<file path="src/rtl/rr_arbiter2x1_if.sv">
// Handshake bundle for the two-source round-robin arbiter: sources A/B, output Y, mux select.
// The per-source accept counters exist only when RR_CNT_EN is defined.
interface rr_arbiter2x1_if #(
    parameter int unsigned WIDTH = 8
);
    logic             a_valid;
    logic [WIDTH-1:0] a_data;
    logic             a_ready;
    logic             b_valid;
    logic [WIDTH-1:0] b_data;
    logic             b_ready;
    logic             sel;
    logic             y_valid;
    logic [WIDTH-1:0] y_data;
    logic             y_ready;
`ifdef RR_CNT_EN
    logic [7:0]       cnt_a;
    logic [7:0]       cnt_b;
`endif

    // Arbiter side
    modport slave (
        input  a_valid, a_data, b_valid, b_data, y_ready,
        output a_ready, b_ready, sel, y_valid, y_data
`ifdef RR_CNT_EN
        , output cnt_a, cnt_b
`endif
    );

    // Environment side: drives sources and the output sink
    modport master (
        output a_valid, a_data, b_valid, b_data, y_ready,
        input  a_ready, b_ready, sel, y_valid, y_data
`ifdef RR_CNT_EN
        , input cnt_a, cnt_b
`endif
    );
endinterface

</file>
<file path="src/rtl/rr_arbiter2x1.sv">
// Two-source round-robin arbiter with a single registered output word and mux select.
// Optional per-source saturating accept counters are built when RR_CNT_EN is defined.
module rr_arbiter2x1 #(
    parameter int unsigned WIDTH = 8
) (
    input  logic           clk,
    input  logic           rst_n,
    rr_arbiter2x1_if.slave bus
);
    localparam logic [1:0] StEmpty = 2'd0;
    localparam logic [1:0] StFullA = 2'd1;
    localparam logic [1:0] StFullB = 2'd2;

    logic [1:0]       state_q, state_d;
    logic [WIDTH-1:0] data_q, data_d;
    logic             sel_q, sel_d;
    logic             ptr_q, ptr_d;   // 0: A wins a tie, 1: B wins a tie
    logic             init_q;         // low for the first cycle after reset release

    logic y_valid;
    logic load_ok;
    logic grant_a;
    logic grant_b;
    logic acc_a;
    logic acc_b;

    always_comb begin
        y_valid = (state_q == StFullA) || (state_q == StFullB);
        load_ok = (state_q == StEmpty) || (y_valid && bus.y_ready);
        grant_a = bus.a_valid && (!bus.b_valid || !ptr_q);
        grant_b = bus.b_valid && (!bus.a_valid || ptr_q);
        // Gating with init_q keeps the reset-release cycle transfer-free
        acc_a   = init_q && load_ok && grant_a;
        acc_b   = init_q && load_ok && grant_b;
    end

    always_comb begin
        state_d = state_q;
        data_d  = data_q;
        sel_d   = sel_q;
        ptr_d   = ptr_q;
        if (acc_a) begin
            state_d = StFullA;
            data_d  = bus.a_data;
            sel_d   = 1'b1;
            ptr_d   = 1'b1;
        end else if (acc_b) begin
            state_d = StFullB;
            data_d  = bus.b_data;
            sel_d   = 1'b0;
            ptr_d   = 1'b0;
        end else if (y_valid && bus.y_ready) begin
            state_d = StEmpty;
        end
    end

    always_ff @(posedge clk or negedge rst_n) begin
        if (!rst_n) begin
            state_q <= StEmpty;
            data_q  <= '0;
            sel_q   <= 1'b0;
            ptr_q   <= 1'b0;
            init_q  <= 1'b0;
        end else begin
            state_q <= state_d;
            data_q  <= data_d;
            sel_q   <= sel_d;
            ptr_q   <= ptr_d;
            init_q  <= 1'b1;
        end
    end

    assign bus.a_ready = acc_a;
    assign bus.b_ready = acc_b;
    assign bus.y_valid = y_valid;
    assign bus.y_data  = data_q;
    assign bus.sel     = sel_q;

`ifdef RR_CNT_EN
    logic [7:0] cnt_a_q;
    logic [7:0] cnt_b_q;

    always_ff @(posedge clk or negedge rst_n) begin
        if (!rst_n) begin
            cnt_a_q <= 8'd0;
            cnt_b_q <= 8'd0;
        end else begin
            if (acc_a && (cnt_a_q != 8'hFF)) cnt_a_q <= cnt_a_q + 8'd1;
            if (acc_b && (cnt_b_q != 8'hFF)) cnt_b_q <= cnt_b_q + 8'd1;
        end
    end

    assign bus.cnt_a = cnt_a_q;
    assign bus.cnt_b = cnt_b_q;
`endif
endmodule

</file>
<file path="src/flat_wrapper.sv">
// flat-port wrapper written by rule: the top's interface ports become plain ports
module rr_arbiter2x1_flat 
#(
    parameter int unsigned WIDTH = 8
)
  (clk, rst_n, bus_a_valid, bus_a_data, bus_b_valid, bus_b_data, bus_y_ready, bus_a_ready, bus_b_ready, bus_sel, bus_y_valid, bus_y_data);
  rr_arbiter2x1_if #(.WIDTH(WIDTH)) bus_i ();
  input  logic clk;
  input  logic rst_n;
  input wire logic [$bits(bus_i.a_valid)-1:0] bus_a_valid;
  input wire logic [$bits(bus_i.a_data)-1:0] bus_a_data;
  input wire logic [$bits(bus_i.b_valid)-1:0] bus_b_valid;
  input wire logic [$bits(bus_i.b_data)-1:0] bus_b_data;
  input wire logic [$bits(bus_i.y_ready)-1:0] bus_y_ready;
  output wire logic [$bits(bus_i.a_ready)-1:0] bus_a_ready;
  output wire logic [$bits(bus_i.b_ready)-1:0] bus_b_ready;
  output wire logic [$bits(bus_i.sel)-1:0] bus_sel;
  output wire logic [$bits(bus_i.y_valid)-1:0] bus_y_valid;
  output wire logic [$bits(bus_i.y_data)-1:0] bus_y_data;
  assign bus_i.a_valid = bus_a_valid;
  assign bus_i.a_data = bus_a_data;
  assign bus_i.b_valid = bus_b_valid;
  assign bus_i.b_data = bus_b_data;
  assign bus_i.y_ready = bus_y_ready;
  assign bus_a_ready = bus_i.a_ready;
  assign bus_b_ready = bus_i.b_ready;
  assign bus_sel = bus_i.sel;
  assign bus_y_valid = bus_i.y_valid;
  assign bus_y_data = bus_i.y_data;
  rr_arbiter2x1 #(.WIDTH(WIDTH)) u_core (.clk(clk), .rst_n(rst_n), .bus(bus_i));
endmodule
</file>
<file path="config.mk">
export PLATFORM = sky130hd
export DESIGN_NAME = rr_arbiter2x1_flat
export DESIGN_NICKNAME = d
export VERILOG_FILES = /design/src/rtl/rr_arbiter2x1_if.sv /design/src/rtl/rr_arbiter2x1.sv /design/src/flat_wrapper.sv
export SDC_FILE = /design/constraint.sdc
export NUM_CORES = 1
export LEC_CHECK = 0
export ABC_AREA = 1
export CAP_MARGIN = 20
export CORE_MARGIN = 2
export CORE_UTILIZATION = 39
export CTS_CLUSTER_DIAMETER = 60
export CTS_CLUSTER_SIZE = 28
export DETAILED_ROUTE_END_ITERATION = 8
export GPL_ROUTABILITY_DRIVEN = 0
export GPL_TIMING_DRIVEN = 0
export PLACE_DENSITY = 0.86
export SYNTH_ARGS = -nofsm -noshare
export SYNTH_HDL_FRONTEND = slang
export SYNTH_SLANG_ARGS = --single-unit
</file>
<file path="constraint.sdc">
create_clock -name clk -period 2 [get_ports clk]
set_input_delay 0.2 -clock clk [delete_from_list [all_inputs] [get_ports clk]]
set_output_delay 0.2 -clock clk [all_outputs]
set_load 0.03 [all_outputs]
</file>
Yosys cells after proc, flatten, opt, wreduce, memory -nomap -nowiden
Cells that the tools add are included.
{"block": "totals", "reg_bits": 12, "elab_cells": 29}
{"block": "classes", "muxes": 7, "n_reduce_logical": 16, "n_eq_ne": 2}
{"cell": "$mux 8", "count": 2}
{"cell": "$logic_and 1x1->1", "count": 6}
{"cell": "$mux 2", "count": 3}
{"cell": "$logic_or 1x1->1", "count": 4}
{"cell": "$logic_not 1->1", "count": 3}
{"cell": "$reduce_bool 3->1", "count": 1}
{"cell": "$eq 2x1->1 const B", "count": 1}
{"cell": "$eq 2x2->1 const B", "count": 1}
{"cell": "$logic_not 2->1", "count": 1}
{"cell": "$mux 1", "count": 2}
{"cell": "$reduce_bool 2->1", "count": 1}

Logic depth before layout (Yosys ltp)
{"block": "logic_depth", "word_depth": 8, "ltp_mapped": 9}

Least setup slack after synthesis
No wires, ideal clock.
{"block": "synth_path", "kind": "register to output", "start": "register u_core.state_q[1]", "end": "output bus_b_ready", "path_stages_with_launch": 9, "setup_slack_ps": 247, "arrival_time_ps": 1553, "n_path_buf": 0, "path_cell_list": "dfrtp_1 inv_1 ha_1 nand2_1 nand2_2 nand2_1 inv_1 nand2_1 inv_1"}
{"block": "synth_between", "elab_chain_len": 6, "elab_cells_between_ends": 8, "classes_between": "2 x eq/ne; 6 x reduce/logical"}
{"element": "start: declaration", "line_no": "rr_arbiter2x1.sv:14", "rtl": "logic [1:0] state_q, state_d;"}
{"element": "start signal: assignment", "line_no": "rr_arbiter2x1.sv:59", "rtl": "state_q <= StEmpty;"}
{"element": "start signal: assignment", "line_no": "rr_arbiter2x1.sv:65", "rtl": "state_q <= state_d;"}
{"element": "$eq 2x1->1 / $eq 2x2->1 (equally long branches)", "line_no": "rr_arbiter2x1.sv:28", "rtl": "y_valid = (state_q == StFullA) || (state_q == StFullB);"}
{"element": "$logic_or 1x1->1 (*)", "line_no": "rr_arbiter2x1.sv:28"}
{"element": "named net bus_y_valid", "line_no": "flat_wrapper.sv:18", "rtl": "output wire logic [$bits(bus_i.y_valid)-1:0] bus_y_valid;"}
{"element": "$logic_and 1x1->1 (*)", "line_no": "rr_arbiter2x1.sv:29", "rtl": "load_ok = (state_q == StEmpty) || (y_valid && bus.y_ready);"}
{"element": "$logic_or 1x1->1 (*)", "line_no": "rr_arbiter2x1.sv:29"}
{"element": "$logic_and 1x1->1 (*) (2 in series)", "line_no": "rr_arbiter2x1.sv:34", "rtl": "acc_b = init_q && load_ok && grant_b;"}
{"element": "end: declaration", "line_no": "flat_wrapper.sv:16", "rtl": "output wire logic [$bits(bus_i.b_ready)-1:0] bus_b_ready;"}
Mark *: on every way through the listed nets, which the timed path passes. The rest lies on a longest branch.

Worst setup path in the final report
{"block": "layout_path", "start": "register u_core.state_q[1]", "end": "output bus_a_ready"}
{"block": "layout_between", "elab_chain_len": 6, "elab_cells_between_ends": 8, "classes_between": "2 x eq/ne; 6 x reduce/logical"}
{"element": "$eq 2x1->1 / $eq 2x2->1 (equally long branches)", "line_no": "rr_arbiter2x1.sv:28"}
{"element": "$logic_or 1x1->1", "line_no": "rr_arbiter2x1.sv:28"}
{"element": "$logic_and 1x1->1", "line_no": "rr_arbiter2x1.sv:29"}
{"element": "$logic_or 1x1->1 (*)", "line_no": "rr_arbiter2x1.sv:29"}
{"element": "$logic_and 1x1->1 (*) (2 in series)", "line_no": "rr_arbiter2x1.sv:33", "rtl": "acc_a = init_q && load_ok && grant_a;"}
{"element": "end: declaration", "line_no": "flat_wrapper.sv:15", "rtl": "output wire logic [$bits(bus_i.a_ready)-1:0] bus_a_ready;"}
Mark *: on every way between the ends. The rest lies on a longest branch, timed or not.

==> load_flow_metrics.sql <==
INSERT INTO impl_metrics (metric_group, metric, value, unit) VALUES
('drt', 'drt_iter0_markers', '4', ''),
('cts', 'cts_root_buffer', 'clkbuf_4', ''),
('worst_setup_path', 'peak_fanout_along_the_critical_path', '10', ''),
('worst_setup_path', 'worstPathRequired', '1.80', 'ns'),
('logic_synthesis', 'synth_nets', '119', ''),
('logic_synthesis', 'synth-seq-cells', '12', ''),
('sta', 'fmax', '528', 'MHz'),
('worst_setup_path', 'worst-r2r-cell-count', '8', ''),
('sta', 'timing.slew.headroom', '63.9', '%'),
('logic_synthesis', 'synth-warning-count', '0', ''),
('global_routing', 'vias_in_the_first_global_route', '723', ''),
('cells_and_area', 'final_layout_size_suffix_gt1_share', '13.3', '%'),
('worst_setup_path', 'critPathLaunchType', 'register', ''),
('logic_synthesis', 'synthDominantAreaCellType', 'dfrtp_1', ''),
('global_routing', 'grt_first_pass_wirelength', '3030', 'microns'),
('drt', 'drt-total-wl', '1790', 'microns'),
('cts', 'h-tree-depth', '1', ''),
('floorplan', 'design.core.area', '1710', 'sq um'),
('drt', 'final_antenna_net_count', '0', ''),
('floorplan', 'die_h', '46.5', 'microns'),
('sta', 'post-route-period-util', '94.7', '%'),
('power_and_ir_drop', 'max-vdd-ir-drop', '0.000786', 'V'),
('global_routing', 'grt_use_total', '20.0', '%'),
('floorplan', 'initial_core_util', '41.2', '%'),
('floorplan', 'io-pin-count', '33', ''),
('floorplan', 'die_x', '46.5', 'microns'),
('drt', 'wl_per_cell', '11.2', 'microns'),
('placement', 'port_buffers', '32', ''),
('sta', 'tightestPinTransition', '0.540', 'ns'),
('cts', 'clk_latency', '0.28', 'ns'),
('floorplan', 'dieArea', '2160', 'sq um'),
('power_and_ir_drop', 'leakage', '0.604', 'nW'),
('power_and_ir_drop', 'p_per_area', '1430', 'nW/um^2'),
('cts', 'numClockSinks', '12', ''),
('cts', 'cts_buffers', '3', ''),
('global_routing', 'global_route.overflow_total', '0', ''),
('worst_setup_path', 'arrival_time_reported_for_the_critical_path_endpoint', '1.69', 'ns'),
('sta', 'final.setup.tns', '0', 'ns'),
('cells_and_area', 'n_antenna_cell', '0', ''),
('sta', 'skew', '0.00162', 'ns'),
('worst_setup_path', 'worst_reg2reg_path_startpoint', 'u_core.state_q[1]$_DFFE_PN0P_', ''),
('cts', 'clk_pin_slew', '0.08', 'ns'),
('sta', 'worst_slack', '0.106', 'ns'),
('flow_run', 'timing.max_cap.violations', '0', ''),
('logic_synthesis', 'post_synth.cell_area_avg', '7.25', 'sq um'),
('drt', 'drcViolationCount', '0', ''),
('logic_synthesis', 'synth.cell_area', '703', 'sq um'),
('placement', 'pre_cts_slack', '-0.262', 'ns'),
('cts', 'holdBufCountCts', '0', ''),
('logic_synthesis', 'synthDominantCellAreaShare', '42.7', '%'),
('logic_synthesis', 'synth.top_cells.by_area', 'dfrtp_1, nand2_1, inv_1, nand4_1, nand3_1', ''),
('worst_setup_path', 'regToRegEndpoint', 'u_core.bus.y_data[5]$_DFFE_PN0P_', ''),
('floorplan', 'core_rows', '15', ''),
('outcome', 'outcome', 'complete, no violations', ''),
('placement', 'dp_hpwl', '1340', 'microns'),
('logic_synthesis', 'ys_seq_area_share', '42.7', '%'),
('sta', 'grt_setup_unrepaired', 'no', ''),
('worst_setup_path', 'timing.critical_path.to_type', 'output pin', ''),
('logic_synthesis', 'synthCells', '97', ''),
('sta', 'number_of_failing_setup_endpoints_in_the_final_timing_report', '0', ''),
('cells_and_area', 'area_growth_syn_to_layout', '57.3', '%'),
('global_routing', 'grt_max_degree', '13', ''),
('cells_and_area', 'mostFrequentLayoutCells', 'nand2_1, clkdlybuf4s50_1, inv_1', ''),
('worst_setup_path', 'reg2reg_setup_slack', '0.38', 'ns'),
('sta', 'timing.final.hold_violations', '0', ''),
('worst_setup_path', 'path_class', 'register to output pin', ''),
('hold_path', 'min_path_type', 'primary input to async pin', ''),
('drt', 'mean_number_of_vias_per_cell', '4.68', ''),
('sta', 'hold_slack', '0.268', 'ns'),
('cells_and_area', 'numnets_final', '158', ''),
('logic_synthesis', 'yosys.cell_types.count', '17', ''),
('cts', 'cts_buffer_depth', '2', ''),
('drt', 'dr.pass1.iters', '4', ''),
('global_routing', 'grt_antenna_before_repair', '0', ''),
('sta', 'final_period_minus_worst_setup_slack', '1.89', 'ns'),
('cts', 'clock_tree_from_tritoncts', 'done', ''),
('drt', 'dr_total_vias', '749', ''),
('sta', 'maxSlewViolCount', '0', '');
[worst max-delay path, stage by stage, from the launching register on]
cell,delay [ns]
dfrtp_1,0.36
inv_1,0.05
ha_1,0.29
nand2_2,0.09
nand2_4,0.11
nand3_2,0.11
buf_6,0.17
inv_1,0.05
buf_2,0.18
[layer usage]
metal  wire length, microns  GRT usage (%)
met4                     31           8.57
met3                    134           4.31
met2                    909           36.1
met1                    711           22.0
met5                      0              0
[power by group]
part / total [W] / switching [W] / internal (W) / leakage (nW)
clock: 0.000201 / 0.0000903 / 0.000111 / 0.0210
sequential: 0.000416 / 0.0000642 / 0.000352 / 0.148
combinational: 0.000960 / 0.000571 / 0.000390 / 0.435
total: 0.00158 / 0.000725 / 0.000852 / 0.604
[area by class of cell]
type,instances,area (sq um)
buffer,2,16.3
sequential,12,300
multi-input combinational,58,300
clock buffer,4,36.3
tap,25,31.3
inverter,25,93.8
fill,144,602
timing repair buffer,34,328
[synth_stat cells]
master,instances
nand3_1,9
nand3_2,1
nand2_2,1
nand4_1,8
a21oi_2,1
o21ai_2,1
a21oi_1,1
o21ai_0,2
inv_1,24
buf_6,1
inv_2,1
conb_1,1
a21oi_4,1
nand2_1,31
dfrtp_1,12
buf_2,1
ha_1,1
[timing repair]
action                     4_1_cts  5_1_grt
setup endpoints to repair        2        2
setup buffers                    0        2
pin swaps                        0        1
gates cloned                     0        0
gates resized for setup         11        4
[cells by family after synthesis]
logic type	count (synthesis)	share of synthesized area, %
other	1	0.533
adders and majority gates	1	1.78
AOI/OAI and AO/OA	6	6.94
and+or+nand+nor	50	32.4
DFF	12	42.7
buffers and inverters	27	15.7
[worst max-delay path by stage]
stage	start	to	slack [ns]
2_1_floorplan	u_core.state_q[1]$_DFFE_PN0P_	bus_b_ready	0.25
3_3_place_gp	bus_a_valid	bus_a_ready	-0.24
3_5_place_dp	bus_a_valid	bus_a_ready	-0.26
4_1_cts	u_core.state_q[1]$_DFFE_PN0P_	bus_b_ready	0.03
5_1_grt	u_core.state_q[1]$_DFFE_PN0P_	bus_b_ready	0.001
6_report	u_core.state_q[1]$_DFFE_PN0P_	bus_a_ready	0.11
[through the flow]
stage / cells / total power (W) / cell area, sq um / utilization [%]
2_1_floorplan: 97 / 0.000966 / 703 / -
3_3_place_gp: 154 / 0.00129 / 1050 / 61.8
3_5_place_dp: 154 / 0.00132 / 1050 / 61.8
4_1_cts: 158 / 0.00153 / 1090 / 63.6
5_1_grt: 160 / 0.00168 / 1110 / 64.8
6_report: 160 / 0.00158 / 1110 / 64.8
[sequential cells by signal (all words and copies together), names as in the netlist]
register	count
u_core.bus.y_data	8
u_core.bus.sel	1
u_core.state_q	2
u_core.init_q	1
(Power assumes the default switching activity.)
==> variant 1: new RTL, same flow settings <==
`WIDTH` is set to 8 in 3 places; all go to 10.
--- a/src/rtl/rr_arbiter2x1_if.sv
+++ b/src/rtl/rr_arbiter2x1_if.sv
@@ -1,7 +1,7 @@
 // Handshake bundle for the two-source round-robin arbiter: sources A/B, output Y, mux select.
 // The per-source accept counters exist only when RR_CNT_EN is defined.
 interface rr_arbiter2x1_if #(
-    parameter int unsigned WIDTH = 8
+    parameter int unsigned WIDTH = 10
 );
     logic             a_valid;
     logic [WIDTH-1:0] a_data;
--- a/src/rtl/rr_arbiter2x1.sv
+++ b/src/rtl/rr_arbiter2x1.sv
@@ -1,7 +1,7 @@
 // Two-source round-robin arbiter with a single registered output word and mux select.
 // Optional per-source saturating accept counters are built when RR_CNT_EN is defined.
 module rr_arbiter2x1 #(
-    parameter int unsigned WIDTH = 8
+    parameter int unsigned WIDTH = 10
 ) (
     input  logic           clk,
     input  logic           rst_n,
--- a/src/flat_wrapper.sv
+++ b/src/flat_wrapper.sv
@@ -1,7 +1,7 @@
 // flat-port wrapper written by rule: the top's interface ports become plain ports
 module rr_arbiter2x1_flat 
 #(
-    parameter int unsigned WIDTH = 8
+    parameter int unsigned WIDTH = 10
 )
   (clk, rst_n, bus_a_valid, bus_a_data, bus_b_valid, bus_b_data, bus_y_ready, bus_a_ready, bus_b_ready, bus_sel, bus_y_valid, bus_y_data);
   rr_arbiter2x1_if #(.WIDTH(WIDTH)) bus_i ();
Ports: changed (resized bus_a_data, bus_b_data and bus_y_data); port bits go from 33 to 39. The function was not compared with the original's and may differ.
==> variant 1 against the original RTL <==
  * Cell count up 16%
  * Wire length up 20%
  * Worst setup slack worse by 2.4 ps
  * Utilization down 0.093 points
  * Largest power group unchanged
  * Sequential cell count up 2
  * Synthesized cell count up 21%
  * Area after synthesis up 15%
  * Total power up 12%
  * Final area up 15%
  * Die area up 14%
==> variant 1: results (changes against the original RTL) <==
[synthesis]
ys.flop_type = dfrtp_1
synth_compound_area_share_pct = 4.17  ; -2.8 points
synth_common_cells = nand2_1 (38), inv_1 (27), dfrtp_1 (14)
synthMuxAreaShare_pct = 0  ; unchanged
syn-instance-count = 117  ; +21%
seq_area_frac_synth_pct = 43.2  ; +0.51 points
ys_top_cells_by_area = dfrtp_1 (43%), nand2_1 (18%), inv_1 (13%), nand4_1 (7.7%), nand3_1 (6.8%)
synth_xor_area_share_pct = 0  ; unchanged
synth_cell_types = 16  ; -1
synth_adder_area_share_pct = 1.54  ; -0.24 points
synthArstFlopShare_pct = 100  ; unchanged
yosys_warnings = 0  ; unchanged
synth_nets = 143  ; +20%

[drt]
routedWlPerCell_um = 11.5  ; +3.3%
met1_length_um = 747  ; +5.1%
drt_iter0_drc = 28  ; +24
via_count = 914  ; +22%
dr.pass1.iters = 5  ; +1
viasPerCell = 4.91  ; +5.0%
wl_met3_um = 121  ; -9.7%
wl_met2_um = 1200  ; +32%

[global_route]
track_usage_pct = 19.1  ; -0.81 points
grt_pass1_vias = 834  ; +15%
grt_util_met2_pct = 32.7  ; -3.4 points
grt_start_max_net_pins = 15  ; +2
antenna_found_initial = 0  ; unchanged
grt_use_met1_pct = 20.4  ; -1.6 points
grt_first_pass_wirelength_um = 3550  ; +17%
use_met3_pct = 5.45  ; +1.1 points
top_usage_layer = met2

[worst_setup_path]
slowest_stage = clkdlybuf4s50_1
crit_fanout = 2  ; -8
cp.arrival_ps = 1700
crit_family = buffers and inverters
max_stage_delay_ps = 680  ; +320 ps

[clocking]
clk_pin_slew_ps = 80  ; about the same
cts_buffer_depth = 2  ; unchanged
htree_levels = 1  ; unchanged
clock_latency_ps = 280  ; about the same
clock-root-buffer = clkbuf_4
cts_inserted_buffers = 3  ; unchanged

[place]
dp_hpwl_um = 1620  ; +20%
io_buffers = 38  ; +19%
dp_cells = 182  ; +18%

[timing]
skew_ps = 0.271  ; -1.35 ps
tightest_slew_ps = 629  ; +89.3 ps

[cells_and_area]
fillers = 182  ; +26%
drive_gt1_share_pct = 10.7  ; -2.6 points
final_nets = 186  ; +18%
antenna_cells = 0  ; unchanged
largest_reg_flops = 10  ; +2

[pwr]
cellLeakagePower_uw = 0.000699  ; +16%
vdd_drop_max_mv = 0.805  ; +2.3%

[min_path]
holdCritPathClass = input pin to async pin

[run_status]
status = finished clean

==> variant 1: stage by stage <==
step                instance area (sq um)  worst slack, ps  TNS (ps)  power [uW]
detailed placement                   1220             -158      -230        1530
CTS                                  1260             7.27         0        1740
finish                               1270              104         0        1770
global placement                     1220             -150      -150        1510
floorplan                             811              294         0        1120
global route                         1270             17.5         0        1900
==> variant 1: power breakdown <==
group | internal (uW) | switching (uW) | leakage, uW
clock network | 111 | 87.3 | 0.0000210
registers | 412 | 75.0 | 0.000173
logic | 428 | 657 | 0.000505
==> variant 1: timing repair <==
| action | CTS | global route |
|---|---|---|
| setup buffers | 0 | 1 |
| endpoints found under the setup margin | 2 | 2 |
| pin swaps | 0 | 1 |
| hold endpoints to repair | 0 | 0 |
| gates resized for setup | 9 | 6 |
==> variant 1: final cells by class <==
type / instances / area, sq um / area share (%)
Clock buffer: 4 / 36.3 / 2.86
Tap cell: 27 / 33.8 / 2.66
Multi-Input combinational cell: 68 / 333 / 26.2
Sequential cell: 14 / 350 / 27.6
Buffer: 5 / 26.3 / 2.07
Timing Repair Buffer: 39 / 380 / 30.0
Inverter: 29 / 109 / 8.58
==> variant 1: final timing paths <==
| check | depth (start not counted) | startpoint | endpoint | slack (ps) |
|---|---|---|---|---|
| max in group asynchronous | 1 | rst_n | u_core.bus.y_data[3] | 1290 |
| worst min-delay path | 1 | rst_n | u_core.bus.sel | 310 |
| worst min register to register | 2 | u_core.bus.y_data[0] | u_core.bus.y_data[0] | 480 |
| min in group clk | 2 | u_core.bus.y_data[0] | u_core.bus.y_data[0] | 480 |
| worst max-delay path | 3 | u_core.state_q[1] | bus_y_valid | 100 |
| worst max register to register | 10 | u_core.state_q[1] | u_core.bus.y_data[5] | 280 |
==> variant 2: new RTL, config.mk and constraints unchanged <==
Without the edit above. `data_q` no longer has a reset.
--- a/src/rtl/rr_arbiter2x1.sv
+++ b/src/rtl/rr_arbiter2x1.sv
@@ -57,17 +57,19 @@
     always_ff @(posedge clk or negedge rst_n) begin
         if (!rst_n) begin
             state_q <= StEmpty;
-            data_q  <= '0;
             sel_q   <= 1'b0;
             ptr_q   <= 1'b0;
             init_q  <= 1'b0;
         end else begin
             state_q <= state_d;
-            data_q  <= data_d;
             sel_q   <= sel_d;
             ptr_q   <= ptr_d;
             init_q  <= 1'b1;
         end
+    end
+
+    always_ff @(posedge clk) begin
+        data_q <= data_d;
     end
 
     assign bus.a_ready = acc_a;
Formal check against the unedited RTL: differs if rst_n is asserted again (counterexample within 4 cycles, from zero or initial values and one cycle with rst_n low); with rst_n held inactive, the same outputs for 10 cycles.
==> variant 2 against the original RTL <==
  * Die area is 17% lower
  * Total power decreased by 34%
  * Sequential share of layout area increased by 9.4 points
  * Worst setup slack gained 58 ps
  * Final area fell by 16%
  * Sequential cell count did not move
  * Wire length fell by 35%
  * Area after synthesis decreased by 18%
==> variant 2: results (changes against the original RTL) <==
[run_status]
status = finished clean

[cells_and_area]
final_nets = 119  ; -25%
seq_share_pct = 36.6  ; +9.4 points
drive_gt1_share_pct = 14.6  ; +1.3 points
nonClkBufAreaFrac_pct = 34.5  ; +3.4 points
multi_input_area_share_pct = 20.3  ; -6.9 points
comb.multi_input.count = 38  ; -34%
multi_input_area_sq_um = 189  ; -37%
num-nonclk-inverters = 9  ; -64%
fillers = 122  ; -15%
buffers = 33  ; -8.3%

[synthesis]
synthArstFlopShare_pct = 33.3  ; -67 points
syn_area_per_cell_sq_um = 9.59  ; +32%
synth-edff-count = 8  ; +8
seq_area_frac_synth_pct = 59.1  ; +16 points
synth_common_cells = nand2_1 (24), edfxtp_1 (8), inv_1 (8)

[place]
dp_hpwl_um = 929  ; -31%
dp_cells = 107  ; -31%
place_area_sq_um = 915  ; -13%

[drt]
wl_met3_um = 125  ; -6.7%
wl_met2_um = 522  ; -43%
dr.pass1.iters = 2  ; -2
routedWlPerCell_um = 10.4  ; -6.6%
via_count = 499  ; -33%

[global_route]
grt_use_met1_pct = 15.9  ; -6.1 points
use_met3_pct = 6.47  ; +2.2 points
grt_first_pass_wirelength_um = 1880  ; -38%
track_usage_pct = 14.4  ; -5.6 points

[pwr]
vdd_drop_max_mv = 0.952  ; +21%

[timing]
hold_slack_ps = 113  ; -155 ps
skew_ps = 1.65  ; +0.0238 ps
finalCritPeriodShare_pct = 91.8  ; -2.9 points

[worst_setup_path]
r2r_setup_slack_ps = 350  ; -30 ps
endpoint = bus_y_valid
cp.arrival_ps = 1640  ; -50 ps
r2r_cells = 6  ; -2
crit_fanout = 2  ; -8

[floorplanning]
core_area_sq_um = 1330  ; -22%

-- variant 2: critical path, stage by stage, from the launching register on --
cell and delay (ps):
dfrtp_1 350, inv_1 50, ha_1 290, clkdlybuf4s50_1 670
-- variant 2: logic make-up after synthesis --
kind of cell / synth area share, %
AO/OA/AOI/OAI: 7.39
adder cells (fa/ha/maj): 2.17
buffers and inverters: 8.04
flip-flops: 59.1
other: 0.652
AND/OR/NAND/NOR: 22.6
-- variant 2: power breakdown --
| group | leakage (uW) | internal [uW] | total [uW] | switching (uW) |
|---|---|---|---|---|
| logic | 0.000296 | 209 | 518 | 309 |
| clock network | 0.0000154 | 72.4 | 152 | 80.0 |
| registers | 0.000124 | 345 | 364 | 19.0 |
| total | 0.000435 | 627 | 1030 | 408 |
-- variant 2: timing repair --
| item | CTS | global route |
|---|---|---|
| cloned | 0 | 0 |
| setup endpoints to repair | 2 | 2 |
| hold endpoints to repair | 0 | 0 |
| resized for setup | 4 | 4 |
